`src/rtl/downscale_seq_ctrl.sv`:
```
// downscale_seq_ctrl: raster walker issuing bilinear source-coordinate tokens; DOWNSCALE_PERF_CNT_EN adds a busy-cycle counter
module downscale_seq_ctrl #(
  parameter int DIM_W = 16,
  parameter int FRAC_W = 8
) (
  input  logic              clk,
  input  logic              aclr,
  input  logic              start_pulse,
  input  logic [DIM_W-1:0]  cfg_width,
  input  logic [DIM_W-1:0]  cfg_height,
  input  logic [DIM_W-1:0]  cfg_scale,
  input  logic              step_mode,
  input  logic              step_pulse,
  output logic              px_valid,
  input  logic              px_ready,
  output logic [DIM_W-1:0]  src_x,
  output logic [DIM_W-1:0]  src_y,
  output logic [FRAC_W-1:0] frac_x,
  output logic [FRAC_W-1:0] frac_y,
  output logic              last,
  output logic              busy,
  output logic              done,
  output logic              err,
  output logic [DIM_W-1:0]  pix_count,
  output logic [31:0]       perf_cycles
);
  localparam int PW = DIM_W + FRAC_W;
  localparam logic [DIM_W-1:0] SCALE_MIN = DIM_W'(1 << FRAC_W);
  typedef enum logic [1:0] {IDLE, CHECK, RUN, FIN} state_t;
  state_t state, state_next;
  logic [DIM_W-1:0] width_q, height_q, scale_q;
  logic [PW-1:0] pos_x, pos_y;
  logic [PW:0] nxt_x, nxt_y;
  logic credit, cfg_ok, accept, xfer, wrap, frame_end, avail, load;
  assign src_x = pos_x[PW-1:FRAC_W];
  assign frac_x = pos_x[FRAC_W-1:0];
  assign src_y = pos_y[PW-1:FRAC_W];
  assign frac_y = pos_y[FRAC_W-1:0];
  assign last = px_valid && frame_end;
  assign busy = state == RUN || (state == CHECK && cfg_ok);
  // next-state and token bookkeeping; positions carry one spare bit so the step never wraps
  always_comb begin
    cfg_ok = width_q != '0 && height_q != '0 && scale_q >= SCALE_MIN;
    accept = state == IDLE && start_pulse;
    xfer = px_valid && px_ready;
    nxt_x = {1'b0, pos_x} + {{(FRAC_W+1){1'b0}}, scale_q};
    nxt_y = {1'b0, pos_y} + {{(FRAC_W+1){1'b0}}, scale_q};
    wrap = nxt_x[PW:FRAC_W] >= {1'b0, width_q};
    frame_end = wrap && nxt_y[PW:FRAC_W] >= {1'b0, height_q};
    avail = !step_mode || credit;
    load = avail && ((state == CHECK && cfg_ok) || (state == RUN && (!px_valid || (xfer && !frame_end))));
    state_next = state == IDLE ? (start_pulse ? CHECK : IDLE)
               : state == CHECK ? (cfg_ok ? RUN : FIN)
               : state == RUN ? (xfer && frame_end ? FIN : RUN)
               : IDLE;
  end
  // state register
  always_ff @(posedge clk or negedge aclr)
    if (!aclr) state <= IDLE;
    else state <= state_next;
  // shadow config, raster position, token handshake, step credit and status
  always_ff @(posedge clk or negedge aclr)
    if (!aclr) begin
      width_q <= '0;
      height_q <= '0;
      scale_q <= '0;
      pos_x <= '0;
      pos_y <= '0;
      pix_count <= '0;
      px_valid <= 1'b0;
      credit <= 1'b0;
      done <= 1'b0;
      err <= 1'b0;
    end else begin
      if (accept) begin
        width_q <= cfg_width;
        height_q <= cfg_height;
        scale_q <= cfg_scale;
        pos_x <= '0;
        pos_y <= '0;
        pix_count <= '0;
        done <= 1'b0;
        err <= 1'b0;
      end
      if (state == CHECK && !cfg_ok) begin
        done <= 1'b1;
        err <= 1'b1;
      end
      if (xfer) begin
        pix_count <= pix_count + DIM_W'(1);
        pos_x <= wrap ? '0 : nxt_x[PW-1:0];
        pos_y <= wrap ? nxt_y[PW-1:0] : pos_y;
        if (frame_end) done <= 1'b1;
      end
      px_valid <= load || (px_valid && !xfer);
      credit <= step_pulse || (credit && !(load && step_mode));
    end
`ifdef DOWNSCALE_PERF_CNT_EN
  // busy-cycle counter, cleared on accepted start, saturating
  always_ff @(posedge clk or negedge aclr)
    if (!aclr) perf_cycles <= '0;
    else if (accept) perf_cycles <= '0;
    else if (busy && perf_cycles != '1) perf_cycles <= perf_cycles + 32'd1;
`else
  assign perf_cycles = '0;
`endif
endmodule
```
`config.mk`:
```
export PLATFORM = sky130hd
export DESIGN_NAME = downscale_seq_ctrl
export DESIGN_NICKNAME = d
export VERILOG_FILES = /design/src/rtl/downscale_seq_ctrl.sv
export SDC_FILE = /design/constraint.sdc
export NUM_CORES = 1
export LEC_CHECK = 0
export ABC_AREA = 1
export BUFFER_PORTS_ARGS = -buffer_cell sky130_fd_sc_hd__buf_2
export CORE_UTILIZATION = 55
export DETAILED_ROUTE_END_ITERATION = 10
export GPL_TIMING_DRIVEN = 1
export HOLD_SLACK_MARGIN = 0.06
export PLACE_DENSITY = 0.8
export SLEW_MARGIN = 30
export SYNTH_ARGS = -nofsm -noshare
export SYNTH_HDL_FRONTEND = slang
export SYNTH_SLANG_ARGS = --single-unit
```
`constraint.sdc`:
```
create_clock -name clk -period 4.9 [get_ports clk]
set_input_delay 1.225 -clock clk [delete_from_list [all_inputs] [get_ports clk]]
set_output_delay 1.225 -clock clk [all_outputs]
set_load 0.01 [all_outputs]
```
# --- Yosys cells after proc, flatten, opt, wreduce, memory -nomap -nowiden ---
# Cells that the tools add are included.
word_totals:
  register_bits: 118
  latchBits: 0
  ramBits: 0
  mem_bits_ro: 0
  out_inout_bits: 101
  elab_cells: 72
  mem_count: 0
op_classes:
  add_sub_neg: 3
  mul: 0
  div: 0
  magnitude_cmp: 3
  n_eq_ne: 3
  shifts: 0
  mux: 19
  bitwise_logic: 0
  reduce_logical: 33
ops:
  columns: ["op", "n"]
  rows:
  - ["$mux W24", 5]
  - ["$add A24 B16 Y25", 2]
  - ["$ge A17 B16 Y1", 2]
  - ["$mux W16", 2]
  - ["$reduce_bool A16 Y1", 2]
  - ["$add A16 B1 Y16 const B", 1]
  - ["$ge A16 B9 Y1 const B", 1]
  - ["$logic_and A1 B1 Y1", 15]
  - ["$mux W1", 9]
  - ["$logic_not A1 Y1", 6]
  - ["$logic_or A1 B1 Y1", 6]
  - ["$mux W2", 3]
  - ["$reduce_bool A2 Y1", 2]
  - ["$eq A2 B1 Y1 const B", 1]
  - ["$eq A2 B2 Y1 const B", 1]
  - ["$logic_not A2 Y1", 1]
  - ["$ne A2 B1 Y1 const B", 1]
  - ["$reduce_and A2 Y1", 1]

# --- Depth between registers and ports, before layout ---
# Gate-level depths: netlist of the first run.
logic_depth:
  word_depth: 13
  mapped_depth: 28
  ltp_nobuf: 28

# --- Least setup slack after synthesis of the first run ---
# OpenSTA, ideal clock, no wires.
synth_timing:
  path_kind: "reg-to-output"
  from: "reg pos_x[0]"
  to: "out last"
  t_arrival_ns: 3.043
  setup_slack_ns: 0.632
  stages_incl_launch_ff: 24
  path_cell_list: "dfrtp_1 ha_1 fa_1 nand3_1 nand2_2 nand2_1 nand3_2 a31oi_1 o211ai_1 xnor2_1 inv_1 ha_1 nand2_1 nor2_1 nand3b_1 nand3_1 nand2_1 nand2_1 nand2_1 nand2_1 nand2_1 nand2_4 nand3_1 inv_1"
synth_between:
  elab_chain_cells: 4
synth_lines:
  columns: ["element", "line_no", "rtl"]
  rows:
  - ["start, declared", "32", "logic [PW-1:0] pos_x, pos_y;"]
  - ["start signal, assigned", "91", "pos_x <= wrap ? '0 : nxt_x[PW-1:0];"]
  - ["$add A24 B16 Y25", "46", "nxt_x = {1'b0, pos_x} + {{(FRAC_W+1){1'b0}}, scale_q};"]
  - ["$ge A17 B16 Y1", "48", "wrap = nxt_x[PW:FRAC_W] >= {1'b0, width_q};"]
  - ["$logic_and A1 B1 Y1", "49", "frame_end = wrap && nxt_y[PW:FRAC_W] >= {1'b0, height_q};"]
  - ["$logic_and A1 B1 Y1", "39", "assign last = px_valid && frame_end;"]
  - ["end, declared", "20", "output logic last,"]
# No other way between the ends.

# --- Worst setup path after layout of the first run ---
layout_timing:
  from: "reg pos_y[10]"
  to: "out last"
layout_between:
  elab_chain_cells: 4
layout_lines:
  columns: ["element", "line_no", "rtl"]
  rows:
  - ["start, declared", "32", null]
  - ["start signal, assigned", "92", "pos_y <= wrap ? nxt_y[PW-1:0] : pos_y;"]
  - ["$add A24 B16 Y25", "47", "nxt_y = {1'b0, pos_y} + {{(FRAC_W+1){1'b0}}, scale_q};"]
  - ["$ge A17 B16 Y1", "49", null]
  - ["$logic_and A1 B1 Y1", "49", null]
  - ["$logic_and A1 B1 Y1", "39", null]
# No other way between the ends.

==> results of run 1 <==
## path summary, 6_finish.rpt
path | cells past startpoint | slack (ns) | end | start
max in group asynchronous | 2 | 3.10 | pos_y[3] | aclr
min | 2 | 0.48 | credit | credit
min in group asynchronous | 1 | 0.86 | height_q[11] | aclr
max reg2reg | 26 | 0.88 | pos_y[6] | scale_q[0]
max | 18 | -0.08 | last | pos_y[10]
min reg2reg | 2 | 0.48 | credit | credit
## layout make-up
type | instances | share of cell area, %
flip-flops and latches | 118 | 30.1
repair buffers | 153 | 8.93
well taps | 180 | 2.29
inverters | 130 | 4.97
clock buffers | 22 | 4.63
multi-input cells | 732 | 47.5
clock inverters | 10 | 1.55
## worst max-delay path, delay by kind of cell (launching register included)
family          cells  cell delay [ns]
fa+ha+maj           2             0.56
buf+inv             3             0.23
xor+xnor            1             0.31
flops               1             0.43
simple gates       10             1.56
compound gates      2             0.23
## placed cells by master (no fill, tap or decap), types with 4 or more instances in the layout
| cell | netlist | final |
|---|---|---|
| clkinv_2 | 0 | 5 |
| dfrtp_2 | 0 | 4 |
| clkbuf_16 | 0 | 17 |
| dfrtp_1 | 118 | 114 |
| a21oi_1 | 55 | 45 |
| nand4_1 | 12 | 12 |
| inv_2 | 5 | 10 |
| xnor2_1 | 13 | 13 |
| nor3_1 | 13 | 12 |
| nand2_1 | 251 | 240 |
| ha_4 | 0 | 12 |
| nor2_1 | 50 | 44 |
| clkbuf_1 | 14 | 4 |
| o21a_1 | 6 | 6 |
| o21bai_1 | 5 | 4 |
| nand3_1 | 36 | 33 |
| buf_2 | 2 | 120 |
| ha_1 | 68 | 53 |
| nor2_2 | 1 | 4 |
| nand2_4 | 3 | 6 |
| xor2_2 | 0 | 7 |
| nand3_2 | 9 | 10 |
| o21ai_0 | 74 | 70 |
| a21oi_2 | 3 | 11 |
| a22o_1 | 9 | 9 |
| nor4_1 | 13 | 10 |
| inv_1 | 124 | 120 |
| o22ai_1 | 7 | 7 |
| conb_1 | 1 | 32 |
| xor2_1 | 26 | 19 |
| buf_4 | 33 | 30 |
| bufinv_16 | 0 | 4 |
| o21ai_1 | 13 | 14 |
| nand2_2 | 2 | 10 |
## stage by stage
stage | TNS, ns | cell area [um2] | utilization, % | hold WS (ns) | instances
global placement | 0 | 8540 | 61.3 | 0.456 | 1289
CTS | 0 | 9320 | 66.9 | 0.483 | 1328
global route | -0.200 | 9820 | 70.4 | 0.494 | 1345
finish | -0.0791 | 9820 | 70.4 | 0.481 | 1345
floorplan | 0 | 8000 | - | 0.436 | 1034
detailed placement | 0 | 8540 | 61.3 | 0.469 | 1289
## metal layers
layer / share of wire (%) / wire (um) / global-route usage [%] / vias to the layer above
met5: 0 / 0 / 0 / -
met4: 3.6 / 786 / 13.4 / 0
met3: 6.9 / 1520 / 7.44 / 68
met2: 47 / 10400 / 47.5 / 326
met1: 42 / 9340 / 38.2 / 3539
li1: - / - / - / 3541
## sequential cells by signal, summed over array words and instances, names as in the netlist
signal	flops
width_q	16
pos_y	24
pos_x	24
pix_count	16
err	1
height_q	16
done	1
scale_q	16
px_valid	1
credit	1
state	2
## timing repair
action / 4_1_cts / 5_1_grt
pin swaps: 3 / 26
setup endpoints to repair: 1 / 1
resized for setup: 29 / 68
setup buffers: 7 / 17
## logic make-up after synthesis
kind of cell             Yosys count  synth area share (%)
AND/OR/NAND/NOR                  395                  21.7
flip-flops                       118                  37.4
buffers and inverters            184                  10.8
adder cells (fa/ha/maj)           70                  11.3
XOR/XNOR                          39                  4.33
AO/OA/AOI/OAI                    196                  14.4
other                              1                0.0476
## power groups by stage
| stage | Sequential [uW] | Combinational [uW] | Clock, uW |
|---|---|---|---|
| floorplan | 1600 | 2270 | 0 |
| global placement | 1640 | 3020 | 0 |
| detailed placement | 1640 | 3090 | 0 |
| CTS | 1640 | 3250 | 1310 |
| global route | 1720 | 4230 | 1360 |
| finish | 1680 | 3800 | 1310 |
==> results.ini, run 1 <==
[hold_path]
hold_path_class=flip-flop to flip-flop

[grt]
grt_usage_pct=29.8
grt_max_degree=67
grt_pass1_vias=6939
antenna_found_initial=0
grt-ovfl-total=0
grt_first_pass_wirelength_mm=33.6

[timing]
fin_skew_ns=0.00795
setup_viol=1
rsz0062_at_grt=true
layout_min_cycle_time_ns=4.98
worst-slew-pin-transition_ns=0.753
max-slew-margin-rel_pct=49.8
hold_violations=0
slew_viol_final=0
fin_crit_sh_pct=102
fmax_mhz=201
worst_slack_ns=-0.0791

[pwr]
p_leak_uw=0.00516
total_power_uw=6790
p_switching_uw=3130
power_frac_comb_pct=55.9
clkPwrFrac_pct=19.2
vdd.ir_drop.worst_mv=0.401
intPower_uw=3660
p_seq_share_pct=24.8
switching_share_pct=46.0
powerDensity_nw_per_um2=691

[worst_setup_path]
slowest_stage=dfrtp_1
crit_chain=ha_1, nand2_1, inv_1, nand3_1, nor3_1, nand4_1, nand3_1, xor2_1, ha_1, nand2_1, nor3_4, nand4_1, o21bai_1, a21oi_1, nand2_1, nand3_4, inv_2, buf_6
cp-end-kind=output pin
cp-start-kind=flip-flop
cp_common_cell=nand2_1
path_max_fanout=4
cpPeakStageDelay_ns=0.43
critical_path_class=flip-flop to output pin
cp.arrival_ns=3.75
worstPathRequired_ns=3.67

[detailed_routing]
detail-route-antenna-nets=0
wl_per_cell_um=16.4
vias=7474
drtPass1Iterations=5
drt-total-wl_mm=22.1
drtIter0Drc=498
drc=0
via_per_inst=5.56

[placed_design]
io_buffers=122
place.gp.congestion=0.938
dp_hpwl_mm=15.4
dp_slack_ns=0.195

[layout]
final-seq-area_um2=2960
fill_cells=1102
nets=1276
diodes=0
areaGrowthSynthToFinish_pct=24.5
multiInputGateArea_um2=4660
drive_above_1_share_pct=24.5

[die]
io_pins=155
rows=43
die_area_um2=14800
dieWidth_um=122
start_util_pct=56.6
core_um2=13900
die_y_um=122

[flow_run]
cap_violations=0

[synth]
synthFlopType=dfrtp_1
yosysWarnings=0
synth_area_leader_cell=dfrtp_1
synth.avg_cell_area_um2=7.86
ys_top_cells_by_area=dfrtp_1 37%, nand2_1 12%, ha_1 11%, inv_1 5.9%, o21ai_0 4.7%
ys_types=46
synth_common_cells=251 x nand2_1, 124 x inv_1, 118 x dfrtp_1
synth_top_cell_area_share_pct=37.4
async_flop_share_pct=100
synth_area_um2=7890
yosysSeqAreaShare_pct=37.4
ys_ff_latch=118
synth_edf_count=0
synthMostInstantiatedCell=nand2_1
synth_cells=1003

[outcome]
status=finished with violations
failed_checks=setup timing

[clock_network]
clock_path_buffers=2
hold_buffers=0
cts_tree=done
clk_pin_slew_ns=0.05
clk_latency_ns=0.43
root_buffer=clkbuf_16
cts_buffers=17
cts_htree_levels=4
cts.sinks=118

(Power assumes the default switching activity.)
==> run 2: changes to the inputs <==
--- a/config.mk
+++ b/config.mk
@@ -7,11 +7,11 @@
 export LEC_CHECK = 0
 export ABC_AREA = 1
 export BUFFER_PORTS_ARGS = -buffer_cell sky130_fd_sc_hd__buf_2
-export CORE_UTILIZATION = 55
+export CORE_UTILIZATION = 56
 export DETAILED_ROUTE_END_ITERATION = 10
-export GPL_TIMING_DRIVEN = 1
+export GPL_TIMING_DRIVEN = 0
 export HOLD_SLACK_MARGIN = 0.06
-export PLACE_DENSITY = 0.8
+export PLACE_DENSITY = 0.81
 export SLEW_MARGIN = 30
 export SYNTH_ARGS = -nofsm -noshare
 export SYNTH_HDL_FRONTEND = slang
==> results.ini, run 2 (synthesis gave the netlist of run 1 again) <==
[grt]
grt_first_pass_wirelength_mm=35.2  ; +4.8%
grt-ovfl-total=0  ; unchanged
grt_max_degree=87  ; +30%
antenna_found_initial=1  ; +1
grt_pass1_vias=7170  ; +3.3%
grt_usage_pct=31.7  ; +1.9 points

[detailed_routing]
drtIter0Drc=746  ; +50%
via_per_inst=5.56  ; about the same
vias=7745  ; +3.6%
detail-route-antenna-nets=0  ; unchanged
drtPass1Iterations=8  ; +3
drt-total-wl_mm=23.5  ; +6.6%
wl_per_cell_um=16.9  ; +2.8%
drc=1  ; +1

[die]
rows=42  ; -2.3%
dieWidth_um=121  ; -0.88%
die_area_um2=14600  ; -1.8%
die_y_um=121  ; -0.88%
start_util_pct=58.4  ; +1.8 points
core_um2=13500  ; -3.1%
io_pins=155  ; unchanged

[pwr]
p_leak_uw=0.00542  ; +4.9%
vdd.ir_drop.worst_mv=0.373  ; -7.0%
powerDensity_nw_per_um2=680  ; -1.6%

[placed_design]
dp_hpwl_mm=16.3  ; +5.6%
place.gp.congestion=0.918  ; -2.2%
io_buffers=122  ; unchanged
dp_slack_ns=0.0726  ; -0.122 ns
placed_area_um2=8870  ; +3.8%

[clock_network]
clk_latency_ns=0.42  ; about the same
cts_tree=done
hold_buffers=0  ; unchanged
cts_htree_levels=4  ; unchanged
root_buffer=clkbuf_16
clock_path_buffers=2  ; unchanged
cts.sinks=118  ; unchanged
clk_pin_slew_ns=0.05  ; about the same
cts_buffers=17  ; unchanged

[timing]
fmax_mhz=203  ; +1.1%
slew_viol_final=0  ; unchanged
max-slew-margin-rel_pct=55.1  ; +5.3 points
setup_viol=1  ; unchanged
fin_skew_ns=0.00703  ; -0.000916 ns
fin_setup_tns_ns=-0.0272  ; +0.0519 ns
layout_min_cycle_time_ns=4.93  ; -0.0519 ns
rsz0062_at_grt=true
hold_violations=0  ; unchanged
worst-slew-pin-transition_ns=0.673  ; -0.0801 ns
worst_slack_ns=-0.0272  ; +0.0519 ns
fin_crit_sh_pct=101  ; -1.1 points

[layout]
nets=1329  ; +4.2%
areaGrowthSynthToFinish_pct=31.2
fin_area_um2=10300  ; +5.4%
final_util_pct=76.6  ; +6.1 points
drive_above_1_share_pct=29.1  ; +4.6 points
diodes=0  ; unchanged
fill_cells=963  ; -13%
multiInputGateArea_um2=4800  ; +3.0%
final-seq-area_um2=2970  ; +0.25%
final_cell_mix=236 x nand2_1, 122 x buf_2, 120 x inv_1
mostFrequentLayoutCell=nand2_1
reg_top3=pos_x x24, pos_y x24

[worst_setup_path]
r2r_start=pos_x[10]
reg2reg_depth=23  ; -12%
critical_path.endpoint=last
cp-end-kind=output pin
crit_path_start=pos_x[10]
worstPathRequired_ns=3.67  ; about the same
path_max_fanout=5  ; +1
cp-start-kind=flip-flop
reg2reg_to=state[0]
cp.arrival_ns=3.70  ; -0.05 ns
critical_path_class=flip-flop to output pin
reg2reg_slack_ns=0.95  ; +0.07 ns

[outcome]
status=finished with violations
failed_checks=DRC, setup timing

[flow_run]
cap_violations=0  ; unchanged

[hold_path]
holdCritStartpoint=credit
hold_path_class=flip-flop to flip-flop

-- run 2: cell types whose count changed in the layout (fill, tap and decap cells not counted), sizes merged --
cell,change
inv,-1
buf,+39
bufinv,-1
clkbuf,+16
-- run 2: worst min-delay path by stage --
stage             end  slack (ns)  cells past startpoint
5_1_grt        credit        0.49                      2
3_3_place_gp   credit        0.45                      2
4_1_cts        credit        0.48                      2
2_1_floorplan  credit        0.44                      2
3_5_place_dp   credit        0.46                      2
6_report       credit        0.47                      2
-- run 2: routing by layer --
metal | GRT usage, % | wire (um)
met5 | 0 | 13
met4 | 11.5 | 789
met3 | 8.11 | 2140
met2 | 51.6 | 11100
met1 | 40.7 | 9460
-- run 2: per-stage QoR --
| stage | total power, uW | instances | hold WS [ns] |
|---|---|---|---|
| 5_1_grt | 7530 | 1394 | 0.495 |
| 4_1_cts | 6340 | 1378 | 0.477 |
| 2_1_floorplan | 3870 | 1034 | 0.436 |
| 6_report | 7040 | 1394 | 0.467 |
| 3_5_place_dp | 4780 | 1333 | 0.463 |
| 3_3_place_gp | 4680 | 1332 | 0.451 |
-- run 2: report_power, final --
group          switching [uW]  internal [uW]  total (uW)
sequential                384           1320        1710
clock                     441            877        1320
combinational            2400           1610        4010
total                    3220           3810        7040
-- run 2: final cells by class --
type | count | area share, %
repair buffers | 152 | 8.47
plain buffers | 54 | 3.51
multi-input cells | 732 | 46.4
clock inverters | 8 | 1.14
inverters | 130 | 4.72
well taps | 176 | 2.13
flip-flops and latches | 118 | 28.7
clock buffers | 24 | 4.95
-- run 2: what timing repair did --
action,CTS,global route
setup endpoints to repair,1,1
gates resized for setup,34,95
buffers inserted,13,16
pin swaps,14,35
-- run 2: critical path, stage by stage, from the launching register on --
cell	delay [ns]
dfrtp_1	0.42
ha_1	0.41
a21oi_1	0.28
inv_1	0.09
a21oi_2	0.14
o21ai_0	0.14
nand2_1	0.10
nand3_1	0.12
xor2_2	0.21
inv_1	0.07
ha_1	0.30
nand2_1	0.06
nor2_1	0.13
nand3_1	0.12
o31ai_2	0.26
a21oi_2	0.08
nand2_4	0.13
nand3_4	0.08
inv_2	0.06
buf_6	0.09
==> run 3: changes to the inputs <==
--- a/config.mk
+++ b/config.mk
@@ -7,6 +7,7 @@
 export LEC_CHECK = 0
 export ABC_AREA = 1
 export BUFFER_PORTS_ARGS = -buffer_cell sky130_fd_sc_hd__buf_2
+export CORE_ASPECT_RATIO = 0.5
 export CORE_UTILIZATION = 56
 export DETAILED_ROUTE_END_ITERATION = 10
 export GPL_TIMING_DRIVEN = 0
==> results.ini, run 3 (synthesis gave the netlist of run 1 again) <==
[outcome]
status=finished with violations
failed_checks=setup timing

[hold_path]
whs_endpoint=credit
holdCritStartpoint=credit
hold_path_class=flip-flop to flip-flop
hold_depth=2  ; unchanged

[placed_design]
place_inst=1349  ; +1.2%
io_buffers=122  ; unchanged
place.gp.congestion=0.953  ; +3.9%
dp_hpwl_mm=16.4  ; +0.62%
placed_area_um2=8890  ; +0.23%

[worst_setup_path]
crit_path_start=scale_q[0]
reg2reg_to=state[0]
r2r_start=scale_q[0]
critical_path_class=flip-flop to output pin
path_max_fanout=5  ; unchanged
reg2reg_depth=25  ; +8.7%
cp-start-kind=flip-flop
reg2reg_slack_ns=0.98  ; +0.03 ns
cp.arrival_ns=3.73  ; +0.03 ns
worstPathRequired_ns=3.67  ; about the same
cp-end-kind=output pin

[timing]
rsz0062_at_grt=true
fin_setup_tns_ns=-0.0516  ; -0.0244 ns
slew_viol_final=0  ; unchanged
worst-slew-pin-transition_ns=0.731  ; +0.0577 ns
fin_crit_sh_pct=101  ; +0.50 points
max-slew-margin-rel_pct=51.3  ; -3.8 points
setup_viol=1  ; unchanged
hold_violations=0  ; unchanged
layout_min_cycle_time_ns=4.95  ; +0.0244 ns
worst_slack_ns=-0.0516  ; -0.0244 ns
fmax_mhz=202  ; -0.49%
hold_ws_ns=0.473  ; +0.00527 ns
fin_skew_ns=0.0103  ; +0.00325 ns

[pwr]
powerDensity_nw_per_um2=681  ; +0.16%
p_leak_uw=0.00533  ; -1.6%
total_power_uw=6770  ; -3.8%
vdd.ir_drop.worst_mv=0.308  ; -17%

[layout]
nets=1313  ; -1.2%
final_cell_mix=245 x nand2_1, 123 x inv_1, 122 x buf_2
mostFrequentLayoutCell=nand2_1
multiInputGateArea_um2=4470  ; -6.8%
fill_cells=1043  ; +8.3%
reg_top3=pos_x x24, pos_y x24
areaGrowthSynthToFinish_pct=26.0
finalNonFillerCells=1394  ; unchanged
diodes=0  ; unchanged
final-seq-area_um2=2960  ; -0.21%
drive_above_1_share_pct=23.7  ; -5.4 points
fin_area_um2=9930  ; -4.0%

[grt]
grt_usage_pct=31.9  ; +0.26 points
antenna_found_initial=0  ; -1
grt_max_degree=89  ; +2.3%
grt_pass1_vias=7344  ; +2.4%
grt_first_pass_wirelength_mm=35.7  ; +1.4%
grt-ovfl-total=0  ; unchanged

[clock_network]
hold_buffers=0  ; unchanged
cts_buffers=17  ; unchanged
cts_tree=done
clk_latency_ns=0.42  ; about the same
cts.sinks=118  ; unchanged
root_buffer=clkbuf_16
clk_pin_slew_ns=0.06  ; about the same
clock_path_buffers=2  ; unchanged
cts_htree_levels=4  ; unchanged

[detailed_routing]
wl_per_cell_um=16.4  ; -3.0%
via_per_inst=5.47  ; -1.6%
vias=7620  ; -1.6%
drtPass1Iterations=7  ; -1
drt-total-wl_mm=22.8  ; -3.0%
drtIter0Drc=557  ; -25%
drc=0  ; -1
detail-route-antenna-nets=0  ; unchanged

[die]
die_y_um=85.9  ; -29%
die_area_um2=14600  ; +0.20%
core_um2=13600  ; +0.89%
rows=30  ; -29%
start_util_pct=57.9  ; -0.51 points
io_pins=155  ; unchanged
dieWidth_um=170  ; +41%

[flow_run]
cap_violations=0  ; unchanged

-- run 3: changes by cell type in the layout (fill, tap and decap cells not counted), moves of 7 or more --
cell / before / now
nand2_2: 15 / 7
ha_1: 44 / 58
buf_4: 61 / 46
ha_4: 18 / 5
a21oi_1: 41 / 48
nand2_1: 236 / 245
-- run 3: area by class of cell --
cell class,instances,area share [%]
plain buffers,54,3.65
clock buffers,20,4.60
clock inverters,12,2.02
inverters,130,4.91
multi-input cells,732,45.0
flip-flops and latches,118,29.8
well taps,192,2.42
repair buffers,136,7.57
-- run 3: how the worst max path moves through the flow --
stage	slack (ns)	to
after floorplan	0.63	last
after global placement	0.14	last
after detailed placement	0.07	last
after CTS	-0.06	last
after global routing	-0.25	last
final	-0.05	last
-- run 3: stage by stage --
stage               setup WS (ns)  utilization (%)
floorplan                   0.632                -
global placement            0.136             65.0
detailed placement         0.0735             65.2
CTS                       -0.0604             71.4
global route               -0.253             72.9
finish                    -0.0516             72.9
-- run 3: worst max-delay path, cell delays in order (launching register included) --
cell     delay [ns]
dfrtp_2        0.46
ha_4           0.19
fa_2           0.38
nand3_2        0.09
nand2_2        0.06
nand2_2        0.09
nand3_4        0.10
nand3_2        0.09
nand2_2        0.12
nand3_1        0.11
xor2_1         0.26
inv_1          0.08
ha_1           0.30
nand2_1        0.08
nor2_1         0.11
nand3_1        0.11
o31ai_2        0.24
a21oi_2        0.08
nand2_4        0.13
nand3_4        0.08
inv_2          0.06
buf_6          0.09
-- run 3: what timing repair did --
action                                  in CTS  in global routing
buffers inserted                             6                  7
resized for setup                           29                 37
pin swaps                                   14                 19
endpoints found under the setup margin       1                  1
-- run 3: routing by layer --
layer,up-vias,routed length (um),global-route usage (%)
met3,36,2000,7.75
met1,3587,10100,42.4
met2,365,10300,50.6
met4,0,424,12.8
met5,-,0,0
li1,3632,-,-
-- run 3: report_power, final --
group | switching, uW | total [uW] | internal [uW]
combinational | 2290 | 3700 | 1410
clock | 476 | 1410 | 930
sequential | 345 | 1660 | 1320
